### src/rtl/key_press_ctrl.sv
// ============================================================================
// Module   : key_press_ctrl
// Brief    : Push-button classifier. Synchronizes and debounces a raw key,
//            then emits one-cycle pulses for short presses and long presses.
//            Optional auto-repeat while long-held: define KEY_AUTO_REPEAT_EN.
// Revision : 1.0 - initial release
// ============================================================================
`default_nettype none

module key_press_ctrl #(
    parameter int DEBOUNCE_CYC = 200,
    parameter int LONG_CYC     = 10000,
    parameter int REPEAT_CYC   = 2000
) (
    input  logic clk,
    input  logic rst_n,
    input  logic enable,
    input  logic key_in,
    output logic inc_short,
    output logic inc_long,
    output logic key_pressed
);

    // All parameters must lie in 1..16383 to fit the shared 14-bit counter.
    localparam logic [13:0] c_DEB_LAST  = 14'(DEBOUNCE_CYC - 1);
    localparam logic [13:0] c_LONG_LAST = 14'(LONG_CYC - 1);
    localparam logic [13:0] c_REP_LAST  = 14'(REPEAT_CYC - 1);

`ifdef KEY_AUTO_REPEAT_EN
    localparam bit c_AUTO_REPEAT = 1'b1;
`else
    localparam bit c_AUTO_REPEAT = 1'b0;
`endif

    typedef enum logic [2:0] {
        S_IDLE        = 3'd0,
        S_DEB_PRESS   = 3'd1,
        S_PRESSED     = 3'd2,
        S_LONG_HELD   = 3'd3,
        S_DEB_RELEASE = 3'd4
    } state_t;

    state_t      r_state;
    state_t      w_state_nxt;
    logic        r_sync1;
    logic        r_key_sync;
    logic [13:0] r_cnt;
    logic [13:0] w_cnt_nxt;
    logic [13:0] w_cnt_inc;
    logic        r_short_flag;
    logic        w_short_flag_nxt;
    logic        r_inc_short;
    logic        w_inc_short_nxt;
    logic        r_inc_long;
    logic        w_inc_long_nxt;

    always_ff @(posedge clk or negedge rst_n) begin
        if (!rst_n) begin
            r_sync1      <= 1'b0;
            r_key_sync   <= 1'b0;
            r_state      <= S_IDLE;
            r_cnt        <= '0;
            r_short_flag <= 1'b0;
            r_inc_short  <= 1'b0;
            r_inc_long   <= 1'b0;
        end else begin
            r_sync1      <= key_in;
            r_key_sync   <= r_sync1;
            r_state      <= w_state_nxt;
            r_cnt        <= w_cnt_nxt;
            r_short_flag <= w_short_flag_nxt;
            r_inc_short  <= w_inc_short_nxt;
            r_inc_long   <= w_inc_long_nxt;
        end
    end

    always_comb begin
        w_state_nxt      = r_state;
        w_cnt_nxt        = r_cnt;
        w_cnt_inc        = r_cnt + 14'd1;
        w_short_flag_nxt = r_short_flag;
        w_inc_short_nxt  = 1'b0;
        w_inc_long_nxt   = 1'b0;

        if (!enable) begin
            w_state_nxt      = S_IDLE;
            w_cnt_nxt        = '0;
            w_short_flag_nxt = 1'b0;
        end else begin
            case (r_state)
                S_IDLE: begin
                    if (r_key_sync) begin
                        w_state_nxt = S_DEB_PRESS;
                        w_cnt_nxt   = '0;
                    end
                end

                S_DEB_PRESS: begin
                    if (!r_key_sync) begin
                        w_state_nxt = S_IDLE;
                        w_cnt_nxt   = '0;
                    end else if (r_cnt == c_DEB_LAST) begin
                        w_state_nxt = S_PRESSED;
                        w_cnt_nxt   = '0;
                    end else begin
                        w_cnt_nxt = w_cnt_inc;
                    end
                end

                // Release is checked first so it wins over a coincident long timeout.
                S_PRESSED: begin
                    if (!r_key_sync) begin
                        w_state_nxt      = S_DEB_RELEASE;
                        w_short_flag_nxt = 1'b1;
                        w_cnt_nxt        = '0;
                    end else if (r_cnt == c_LONG_LAST) begin
                        w_state_nxt    = S_LONG_HELD;
                        w_cnt_nxt      = '0;
                        w_inc_long_nxt = 1'b1;
                    end else begin
                        w_cnt_nxt = w_cnt_inc;
                    end
                end

                // Gating on r_inc_long keeps pulses apart even when REPEAT_CYC is 1.
                S_LONG_HELD: begin
                    if (!r_key_sync) begin
                        w_state_nxt      = S_DEB_RELEASE;
                        w_short_flag_nxt = 1'b0;
                        w_cnt_nxt        = '0;
                    end else if (c_AUTO_REPEAT) begin
                        if (r_cnt == c_REP_LAST) begin
                            w_cnt_nxt      = '0;
                            w_inc_long_nxt = !r_inc_long;
                        end else begin
                            w_cnt_nxt = w_cnt_inc;
                        end
                    end else begin
                        w_cnt_nxt = '0;
                    end
                end

                S_DEB_RELEASE: begin
                    if (r_key_sync) begin
                        w_cnt_nxt = '0;
                    end else if (r_cnt == c_DEB_LAST) begin
                        w_state_nxt      = S_IDLE;
                        w_cnt_nxt        = '0;
                        w_inc_short_nxt  = r_short_flag;
                        w_short_flag_nxt = 1'b0;
                    end else begin
                        w_cnt_nxt = w_cnt_inc;
                    end
                end

                default: begin
                    w_state_nxt      = S_IDLE;
                    w_cnt_nxt        = '0;
                    w_short_flag_nxt = 1'b0;
                end
            endcase
        end
    end

    assign inc_short   = r_inc_short;
    assign inc_long    = r_inc_long;
    assign key_pressed = (r_state == S_PRESSED) || (r_state == S_LONG_HELD);

endmodule

`default_nettype wire

### config.mk
export PLATFORM = sky130hd
export DESIGN_NAME = key_press_ctrl
export DESIGN_NICKNAME = d
export VERILOG_FILES = /design/src/rtl/key_press_ctrl.sv
export SDC_FILE = /design/constraint.sdc
export NUM_CORES = 1
export LEC_CHECK = 0
export ABC_AREA = 1
export BUFFER_PORTS_ARGS = -buffer_cell sky130_fd_sc_hd__buf_4
export CELL_PAD_IN_SITES_DETAIL_PLACEMENT = 0
export CELL_PAD_IN_SITES_GLOBAL_PLACEMENT = 1
export CORE_ASPECT_RATIO = 1.75
export CORE_UTILIZATION = 40
export CTS_CLUSTER_SIZE = 20
export DETAILED_ROUTE_END_ITERATION = 12
export GPL_TIMING_DRIVEN = 0
export PLACE_DENSITY_LB_ADDON = 0.1
export SYNTH_ARGS = -nofsm -noshare
export SYNTH_HDL_FRONTEND = slang
export SYNTH_SLANG_ARGS = --single-unit
### constraint.sdc
create_clock -name clk -period 1.8 [get_ports clk]
set_input_delay 0.45 -clock clk [delete_from_list [all_inputs] [get_ports clk]]
set_output_delay 0.45 -clock clk [all_outputs]
set_load 0.01 [all_outputs]
# After elaboration in Yosys (flattened, before gate mapping)
# Cells that the tools add are included.
[totals] output_inout_bits=3 register_bits=22 word_cells=59
[op_classes] add_sub_neg=1 muxes=32 eq_ne=14 reduce_logical=5
[ops] operator="$mux 14" n=7
[ops] operator="$pmux 14 s4" n=1
[ops] operator="$mux 3" n=9
[ops] operator="$ne 3x3->1 const B" n=5
[ops] operator="$pmux 3 s5" n=1
[ops] operator="$add 14x1->14 const B" n=1
[ops] operator="$eq 14x14->1 const B" n=1
[ops] operator="$eq 14x8->1 const B" n=1
[ops] operator="$mux 1" n=13
[ops] operator="$ne 4x4->1 const B" n=2
[ops] operator="$eq 3x2->1 const B" n=2
[ops] operator="$reduce_and 6->1" n=1
[ops] operator="$reduce_and 5->1" n=1
[ops] operator="$pmux 1 s4" n=1
[ops] operator="$eq 3x1->1 const B" n=1
[ops] operator="$eq 3x3->1 const B" n=1
[ops] operator="$logic_not 3->1" n=1
[ops] operator="$ne 2x2->1 const B" n=1
[ops] operator="$reduce_or 2->1" n=1
[ops] operator="$logic_or 1x1->1" n=1

# Longest topological paths before layout
# Gate-level depths: netlist of run 1.
[logic_depth] ltp_word=5 mapped_depth=10 ltp_nobuf=10

# Worst setup path after synthesis of run 1
# Ideal clock, no wire load.
[synth_timing] path_kind="register to register" start="register r_cnt[0]" end="register r_cnt[5]" path_slack_ns=0.432 setup_ns=0.073 t_arrival_ns=1.295 synth_period_minus_slack_ns=1.368 stages_incl_launch_ff=11 cell_sequence="dfrtp_1 -> ha_1 -> nand2_1 -> inv_1 -> nand2_1 -> nor2_2 -> nand2_1 -> nand2_1 -> nand2_4 -> nand2_4 -> a21oi_2"
[synth_via] elab_chain_len=5 word_cells_on_any_way=10
[synth_rtl] element="start: declaration" line="47" source="logic [13:0] r_cnt;"
[synth_rtl] element="start signal: assignment" line="70" source="r_cnt <= w_cnt_nxt;"
[synth_rtl] element="$add 14x1->14, or another cell as far along" line="80" source="w_cnt_inc = r_cnt + 14'd1;"
[synth_rtl] element="$mux 14, on equally long branches" line="102, 146, 116"
[synth_rtl] element="$mux 14, on equally long branches" line="144, 112, 99"
[synth_rtl] element="$pmux 14 s4 *" line="90" source="case (r_state)"
[synth_rtl] element="$mux 14 *" line="85" source="if (!enable) begin"
# Every way passes the cells marked *; elsewhere a longest branch is shown, timed or not.
# A chain may end at the register's enable or synchronous reset.

# Final worst setup path of run 1
[layout_timing] start="register r_cnt[0]" end="register r_cnt[13]"
# The elaborated chain is that of the path after synthesis.

==> results.yml, run 1 <==
cts:
  cts_buffer_depth: 2
  clockRootBuffer: "clkbuf_8"
  cts_sinks: 22
  clk_latency_ns: 0.27
  path_clk_slew_ns: 0.08
  ctsHoldBuffers: 0
  cts_max_level: 1
  cts_setup_buffers: 0
  cts_buffers: 3
  cts_resized: 0
  cts_tree: "yes"
global_routing:
  grt_pass1_wl_mm: 5.62
  grt_pass1_vias: 1276
  grt_antenna_before_repair: 0
  grt-ovfl-total: 0
  grt_max_degree: 23
  grt_usage_pct: 21.0
power_and_ir_drop:
  p_leak_nw: 0.790
  p_comb_share_pct: 25.7
  power_w: 0.00137
  switching_share_pct: 32.7
  p_int_w: 0.000926
  power_frac_seq_pct: 40.6
  ir_worst_vdd_uv: 438
  clkPwrFrac_pct: 33.6
  switching_power_w: 0.000449
  p_per_area_mw_per_mm2: 861
yosys:
  synth_edf_count: 0
  avgSynthCellArea_um2: 7.18
  syn-num-nets: 204
  yosysMostFrequentCell: "nand2_1"
  ys_seq_elements: 22
  synth_top_area_cell: "dfrtp_1"
  ys_top_cells_by_area: "dfrtp_1 (39%), nand2_1 (15%), nor2_1 (6.6%)"
  synth_area_mm2: 0.00142
  yosys_most_used_dff: "dfrtp_1"
  synth_cells: 198
  yosys-top-cells-count: "nand2_1 (57), nor2_1 (25), inv_1 (23)"
  async_flop_share_pct: 100
  ys_seq_area_share_pct: 38.7
  yosysUniqueCellTypes: 27
  synth_top_area_share_pct: 38.7
  ys_warn_count: 0
detailed_routing:
  first_pass_iters: 4
  drc: 0
  drt_iter0_markers: 37
  wirelength_mm: 3.44
  vias_per_cell: 5.21
  avgRoutedWirePerCell_um: 13.6
  detail-route-antenna-nets: 0
  vias: 1318
die:
  start_util_pct: 41.9
  die_x_um: 47.1
  die_area_mm2: 0.00381
  ios: 7
  rows: 28
  die_y_um: 80.9
  core_area_mm2: 0.00340
sta:
  worstMarginPinSlew_ns: 0.310
  period_needed_ns: 1.59
  finClkSkew_ns: 0.00339
  setup_violations: 0
  rsz0062_at_grt: "no"
  hold_viol: 0
  final-max-slew-violation-count: 0
  fin_ws_ns: 0.208
  fmax_mhz: 628
  timing.final.crit_share_pct: 88.4
  slew_headroom_pct: 79.2
  final.setup.tns_ns: 0
run:
  cap_violations: 0
run_status:
  status: "finished, final reports clean"
worst_setup_path:
  arrival_ns: 1.78
  critPathMaxFanout: 9
  reg2reg_to: "r_cnt[13]"
  criticalPathCategory: "register to register"
  cp-start-kind: "register"
  cp-end-kind: "register"
  reg2regPathDepth: 10
  r2r_start: "r_cnt[0]"
  r2r_slack_ns: 0.21
  cp.required_ns: 1.99
placed_design:
  dpl_worst_slack_ns: 0.202
  io_buffers: 6
  place_congestion: 0.791
  dpl.hpwl_mm: 2.72
worst_hold_path:
  hold_class: "input pin to async pin"
final_layout:
  antenna_cells: 0
  layout-drive-gt1-share_pct: 13.9
  syn_to_final_growth_pct: 12.1
  fin_nets: 215
-- stage by stage --
stage               hold slack [ns]  instances  cell area, um2  util [%]
floorplan                     0.154        198            1420         -
global placement              0.335        249            1520      44.8
detailed placement            0.341        249            1520      44.8
CTS                          0.0642        253            1600      46.9
global route                 0.0716        253            1600      46.9
finish                       0.0547        253            1600      46.9
-- per-layer routing --
layer  track usage [%]  wire (um)  up-vias
li1                  -          -      658
met2              40.7       1950       21
met3              2.00         45       11
met5                 0          0        -
met1              20.8       1320      628
met4              9.14        116        0
-- power by group through the flow --
stage               Combinational [W]  Clock, W  Sequential (W)
global route                 0.000394  0.000495        0.000559
floorplan                    0.000258         0        0.000558
detailed placement           0.000357         0        0.000567
finish                       0.000354  0.000462        0.000558
global placement             0.000354         0        0.000568
CTS                          0.000357  0.000473        0.000557
-- registers in the layout, indices dropped and copies added (netlist names) --
register,flops
inc_long,1
inc_short,1
r_cnt,14
r_key_sync,1
r_short_flag,1
r_state,3
r_sync1,1
-- cells by family after synthesis --
family,Yosys count,synth area share (%)
AND/OR/NAND/NOR,119,37.6
buffers and inverters,28,8.53
flip-flops,22,38.7
multiplexers,1,0.704
XOR/XNOR,5,3.08
adder cells (fa/ha/maj),2,1.76
AO/OA/AOI/OAI,21,9.59
-- cell usage in the layout (no fill, tap or decap) --
master	netlist	final
buf_2	1	1
nand2_1	57	57
mux2i_1	1	1
nor3_1	4	4
ha_1	2	2
a21oi_1	6	6
nor2_1	25	25
nand3_1	13	13
bufinv_16	0	1
nand2_2	2	2
a21oi_2	4	4
o21ai_1	3	3
inv_2	2	2
a21boi_0	1	1
nor2_2	3	3
clkbuf_8	0	3
nand3_2	2	2
o21ai_0	2	2
a21boi_1	2	2
nand2_4	2	2
buf_4	0	6
buf_6	2	2
inv_1	23	23
xor2_1	5	5
and2_1	1	1
nand4_1	10	10
o31ai_1	1	1
o21ai_2	1	1
o211ai_1	1	1
dfrtp_1	22	22
-- worst max-delay path, stage by stage (launching register included) --
cell and delay, ns:
dfrtp_1 0.43, ha_1 0.21, nand2_1 0.12, inv_1 0.05
nand2_1 0.07, nor2_2 0.04, nand2_1 0.10, nand2_1 0.10
nand2_4 0.12, nand2_4 0.12, a21oi_1 0.16
-- area by class of cell --
class	count	area [um2]
Inverter	25	93.8
Buffer	3	27.5
Timing Repair Buffer	6	45.0
Tap cell	45	56.3
Fill cell	376	1800
Clock inverter	1	30.0
Multi-Input combinational cell	148	751
Sequential cell	22	551
Clock buffer	3	41.3
-- worst max path at each step --
stage              from         to  cells after the start
6_report       r_cnt[0]  r_cnt[13]                     10
2_1_floorplan  r_cnt[0]   r_cnt[5]                     10
3_3_place_gp   r_cnt[0]   r_cnt[0]                     10
5_1_grt        r_cnt[0]  r_cnt[13]                     10
3_5_place_dp   r_cnt[0]   r_cnt[5]                     10
4_1_cts        r_cnt[0]  r_cnt[13]                     10
Power figures use the tool's default switching activity.
==> run 2, diff against run 1 <==
- CORE_ASPECT_RATIO: 1.75 -> 1.25
==> results.yml, run 2 (synthesis gave the netlist of run 1 again) <==
sta:
  fin_ws_ns: 0.230
  fmax_mhz: 637
  final.setup.tns_ns: 0
  setup_violations: 0
  rsz0062_at_grt: "no"
  final-max-slew-violation-count: 0
  finClkSkew_ns: 0.00379
  worstMarginPinSlew_ns: 0.280
  timing.final.crit_share_pct: 87.2
  hold_viol: 0
  period_needed_ns: 1.57
  slew_headroom_pct: 81.2
placed_design:
  io_buffers: 6
  dpl.cell_count: 241
  post_dp_cell_area_mm2: 0.00151
  dpl_worst_slack_ns: 0.214
  dpl.hpwl_mm: 2.56
  place_congestion: 0.937
final_layout:
  antenna_cells: 0
  stdcell_count: 245
  layout_common_cells: "nand2_1 (57), nor2_1 (25), inv_1 (23), dfrtp_1 (22), nand3_1 (13)"
  multiInputGateArea_um2: 751
  fin_nets: 215
  largest_register_ffs: 14
  ff_latch_area_um2: 551
  fill_cells: 342
  fin_area_mm2: 0.00157
  reg_top3: "r_cnt x14, r_state x3"
  layout-drive-gt1-share_pct: 13.9
  max_flop_register: "r_cnt"
  final_common_cell: "nand2_1"
  syn_to_final_growth_pct: 10.3
cts:
  clk_latency_ns: 0.26
  path_clk_slew_ns: 0.08
  cts_tree: "yes"
  ctsHoldBuffers: 0
  cts_resized: 0
  cts_sinks: 22
  clockRootBuffer: "clkbuf_8"
  cts_max_level: 1
  cts_buffer_depth: 2
  cts_setup_buffers: 0
  cts_buffers: 3
die:
  die_y_um: 68.7
  start_util_pct: 43.0
  die_area_mm2: 0.00380
  core_area_mm2: 0.00331
  ios: 7
  die_x_um: 55.3
  rows: 23
worst_setup_path:
  critPathMaxFanout: 9
  arrival_ns: 1.76
  reg2reg_to: "r_cnt[13]"
  path_cells: "ha_1 -> nand2_1 -> inv_1 -> nand2_1 -> nor2_2 -> nand2_1 -> nand2_1 -> nand2_4 -> nand2_4 -> a21oi_1"
  criticalPathCategory: "register to register"
  crit_path_top_delay_cell: "dfrtp_1"
  r2r_start: "r_cnt[0]"
  slowest_delay_ns: 0.42
  cp-endpoint: "r_cnt[13]"
  reg2regPathDepth: 10
  cp-start-kind: "register"
  crit_start: "r_cnt[0]"
  r2r_slack_ns: 0.23
  cp-end-kind: "register"
  cp.required_ns: 1.99
  crit_top_cell: "nand2_1"
global_routing:
  grt-ovfl-total: 0
  grt_max_degree: 23
  grt_pass1_vias: 1319
  grt_antenna_before_repair: 0
  grt_pass1_wl_mm: 5.92
  grt_usage_pct: 20.2
detailed_routing:
  drt_iter0_markers: 72
  vias: 1262
  avgRoutedWirePerCell_um: 13.2
  wirelength_mm: 3.25
  first_pass_iters: 4
  detail-route-antenna-nets: 0
  drc: 0
  vias_per_cell: 5.15
power_and_ir_drop:
  p_per_area_mw_per_mm2: 801
  p_leak_nw: 0.783
  ir_worst_vdd_uv: 583
run_status:
  status: "finished, final reports clean"
run:
  cap_violations: 0
worst_hold_path:
  hold_class: "input pin to async pin"
-- run 2: where the power goes --
| part | total [W] | leakage (nW) | switching [W] | internal, W |
|---|---|---|---|---|
| sequential | 0.000558 | 0.301 | 0.0000377 | 0.000520 |
| clock | 0.000355 | 0.0288 | 0.000160 | 0.000195 |
| combinational | 0.000344 | 0.453 | 0.000236 | 0.000108 |
| total | 0.00126 | 0.783 | 0.000433 | 0.000824 |
-- run 2: layout make-up --
type                            instances  share of cell area [%]
Buffer                                  3                    1.75
Sequential cell                        22                    35.1
Multi-Input combinational cell        148                    47.8
Timing Repair Buffer                    6                    2.87
Tap cell                               37                    2.95
Inverter                               25                    5.98
Clock buffer                            4                    3.51
-- run 2: how the worst min path moves through the flow --
stage / start / to / slack (ns) / cells after the start
2_1_floorplan: rst_n / inc_long / 0.15 / 0
5_1_grt: rst_n / r_short_flag / 0.08 / 1
3_3_place_gp: r_sync1 / r_key_sync / 0.33 / 0
4_1_cts: rst_n / r_short_flag / 0.06 / 1
3_5_place_dp: r_sync1 / r_key_sync / 0.34 / 0
6_report: rst_n / r_short_flag / 0.06 / 1
-- run 2: per-layer routing --
layer  part of all wire (%)  GRT usage (%)  up-vias
met1                     42           21.4      580
met3                    1.5           2.24        9
met4                    2.6           9.06        0
met2                     54           40.5       18
met5                      0              0        -
li1                       -              -      655
-- run 2: critical path: cells and delay by family (launching register included) --
kind,cells,cell delay [ns]
AND/OR/NAND/NOR,7,0.65
adder cells (fa/ha/maj),1,0.21
flip-flops,1,0.42
AO/OA/AOI/OAI,1,0.15
buffers and inverters,1,0.05
-- run 2: stage by stage --
step / hold WS (ns) / utilization (%) / total power, W
2_1_floorplan: 0.154 / - / 0.000816
3_3_place_gp: 0.333 / 45.7 / 0.000917
3_5_place_dp: 0.336 / 45.7 / 0.000915
4_1_cts: 0.0649 / 47.4 / 0.00128
5_1_grt: 0.0796 / 47.4 / 0.00135
6_report: 0.0622 / 47.4 / 0.00126
==> run 3, diff against run 2 <==
- CORE_UTILIZATION: 40 -> 35
==> results.yml, run 3 (synthesis gave the netlist of run 1 again) <==
run_status:
  status: "finished, final reports clean"
cts:
  cts_buffer_depth: 2
  cts_sinks: 22
  cts_resized: 0
  path_clk_slew_ns: 0.08
  clk_latency_ns: 0.26
  clockRootBuffer: "clkbuf_8"
  cts_max_level: 1
  cts_setup_buffers: 0
  ctsHoldBuffers: 0
  cts_buffers: 3
  cts_tree: "yes"
sta:
  worstMarginPinSlew_ns: 0.301
  slew_headroom_pct: 79.9
  period_needed_ns: 1.58
  hold_ws_ns: 0.0687
  final-max-slew-violation-count: 0
  final.setup.tns_ns: 0
  hold_viol: 0
  rsz0062_at_grt: "no"
  setup_violations: 0
  finClkSkew_ns: 0.00225
  fmax_mhz: 631
  timing.final.crit_share_pct: 88.0
worst_setup_path:
  path_cells: "ha_1 -> nand2_1 -> inv_1 -> nand2_1 -> nor2_2 -> nand2_1 -> nand2_1 -> nand2_4 -> nand2_4 -> a21oi_1"
  arrival_ns: 1.78
  cp.required_ns: 1.99
  slowest_delay_ns: 0.42
  crit_path_top_delay_cell: "dfrtp_1"
  r2r_slack_ns: 0.22
  crit_family: "simple AND/OR/NAND/NOR gates"
  cp-endpoint: "r_cnt[13]"
  cp_num_cells: 10
  r2r_start: "r_cnt[0]"
  crit_top_cell: "nand2_1"
  cp-start-kind: "register"
  critPathMaxFanout: 9
  cp_num_buf_inv: 1
  cp-end-kind: "register"
  criticalPathCategory: "register to register"
  crit_start: "r_cnt[0]"
  reg2reg_to: "r_cnt[13]"
  reg2regPathDepth: 10
global_routing:
  grt_pass1_vias: 1285
  grt_max_degree: 23
  grt-ovfl-total: 0
  grt_pass1_wl_mm: 5.75
  grt_antenna_before_repair: 0
  grt_usage_pct: 18.0
placed_design:
  dpl.hpwl_mm: 2.63
  io_buffers: 6
  place_congestion: 0.881
final_layout:
  largest_register_ffs: 14
  max_flop_register: "r_cnt"
  fill_cells: 431
  syn_to_final_growth_pct: 10.8
  final_common_cell: "nand2_1"
  reg_top3: "r_cnt x14, r_state x3"
  layout-drive-gt1-share_pct: 13.5
  antenna_cells: 0
  multiInputGateArea_um2: 751
  fin_nets: 215
  layout_common_cells: "nand2_1 (57), nor2_1 (25), inv_1 (23), dfrtp_1 (22), nand3_1 (13)"
  postLayoutCoreUtil_pct: 41.0
  ff_latch_area_um2: 551
die:
  rows: 25
  ios: 7
  die_x_um: 59.0
  die_area_mm2: 0.00433
  core_area_mm2: 0.00385
  start_util_pct: 37.0
  die_y_um: 73.3
detailed_routing:
  first_pass_iters: 4
  vias: 1281
  avgRoutedWirePerCell_um: 12.8
  drc: 0
  drt_iter0_markers: 65
  vias_per_cell: 4.91
  wirelength_mm: 3.34
  detail-route-antenna-nets: 0
power_and_ir_drop:
  p_per_area_mw_per_mm2: 769
  ir_worst_vdd_uv: 225
  p_leak_nw: 0.775
run:
  cap_violations: 0
worst_hold_path:
  hold_class: "input pin to async pin"
run 3: cell types whose count changed in the layout (fill, tap and decap cells not counted):
| cell | change |
|---|---|
| clkbuf_8 | -1 |
run 3: power breakdown:
group | total, W | leakage [nW] | switching (W) | internal (W)
Clock | 0.000310 | 0.0216 | 0.000160 | 0.000150
Combinational | 0.000344 | 0.453 | 0.000236 | 0.000108
Sequential | 0.000559 | 0.301 | 0.0000385 | 0.000520
Total | 0.00121 | 0.775 | 0.000435 | 0.000778
run 3: area by class of cell:
type,count,share of cell area [%]
buffer,3,1.75
clock buffer,3,2.62
inverter,25,5.95
multi-input combinational,148,47.6
sequential,22,34.9
tap,54,4.29
timing repair buffer,6,2.86
run 3: worst register-to-register path, delay by kind of cell (launching register included):
kind | cells | cell delay, ns
and+or+nand+nor | 7 | 0.68
DFF | 1 | 0.42
adders and majority gates | 1 | 0.21
AOI/OAI and AO/OA | 1 | 0.15
buffers and inverters | 1 | 0.05
run 3: worst min path at each step:
| stage | start | slack [ns] | cells past startpoint | endpoint |
|---|---|---|---|---|
| floorplan | rst_n | 0.15 | 0 | inc_long |
| global placement | r_sync1 | 0.33 | 0 | r_key_sync |
| detailed placement | r_sync1 | 0.35 | 0 | r_key_sync |
| CTS | rst_n | 0.07 | 1 | r_cnt[0] |
| global route | rst_n | 0.08 | 1 | inc_short |
| finish | rst_n | 0.07 | 1 | inc_short |
run 3: per-stage QoR:
step / cell area, um2 / instances / worst slack, ns / power, W
6_report: 1580 / 261 / 0.216 / 0.00121
5_1_grt: 1580 / 261 / 0.102 / 0.00129
4_1_cts: 1580 / 261 / 0.198 / 0.00123
3_5_place_dp: 1540 / 258 / 0.217 / 0.000915
3_3_place_gp: 1540 / 258 / 0.238 / 0.000916
2_1_floorplan: 1420 / 198 / 0.432 / 0.000816
run 3: per-layer routing:
| layer | track usage (%) | routed length (um) |
|---|---|---|
| met5 | 0 | 0 |
| met4 | 8.47 | 90 |
| met3 | 2.11 | 50 |
| met2 | 33.8 | 1770 |
| met1 | 19.7 | 1420 |
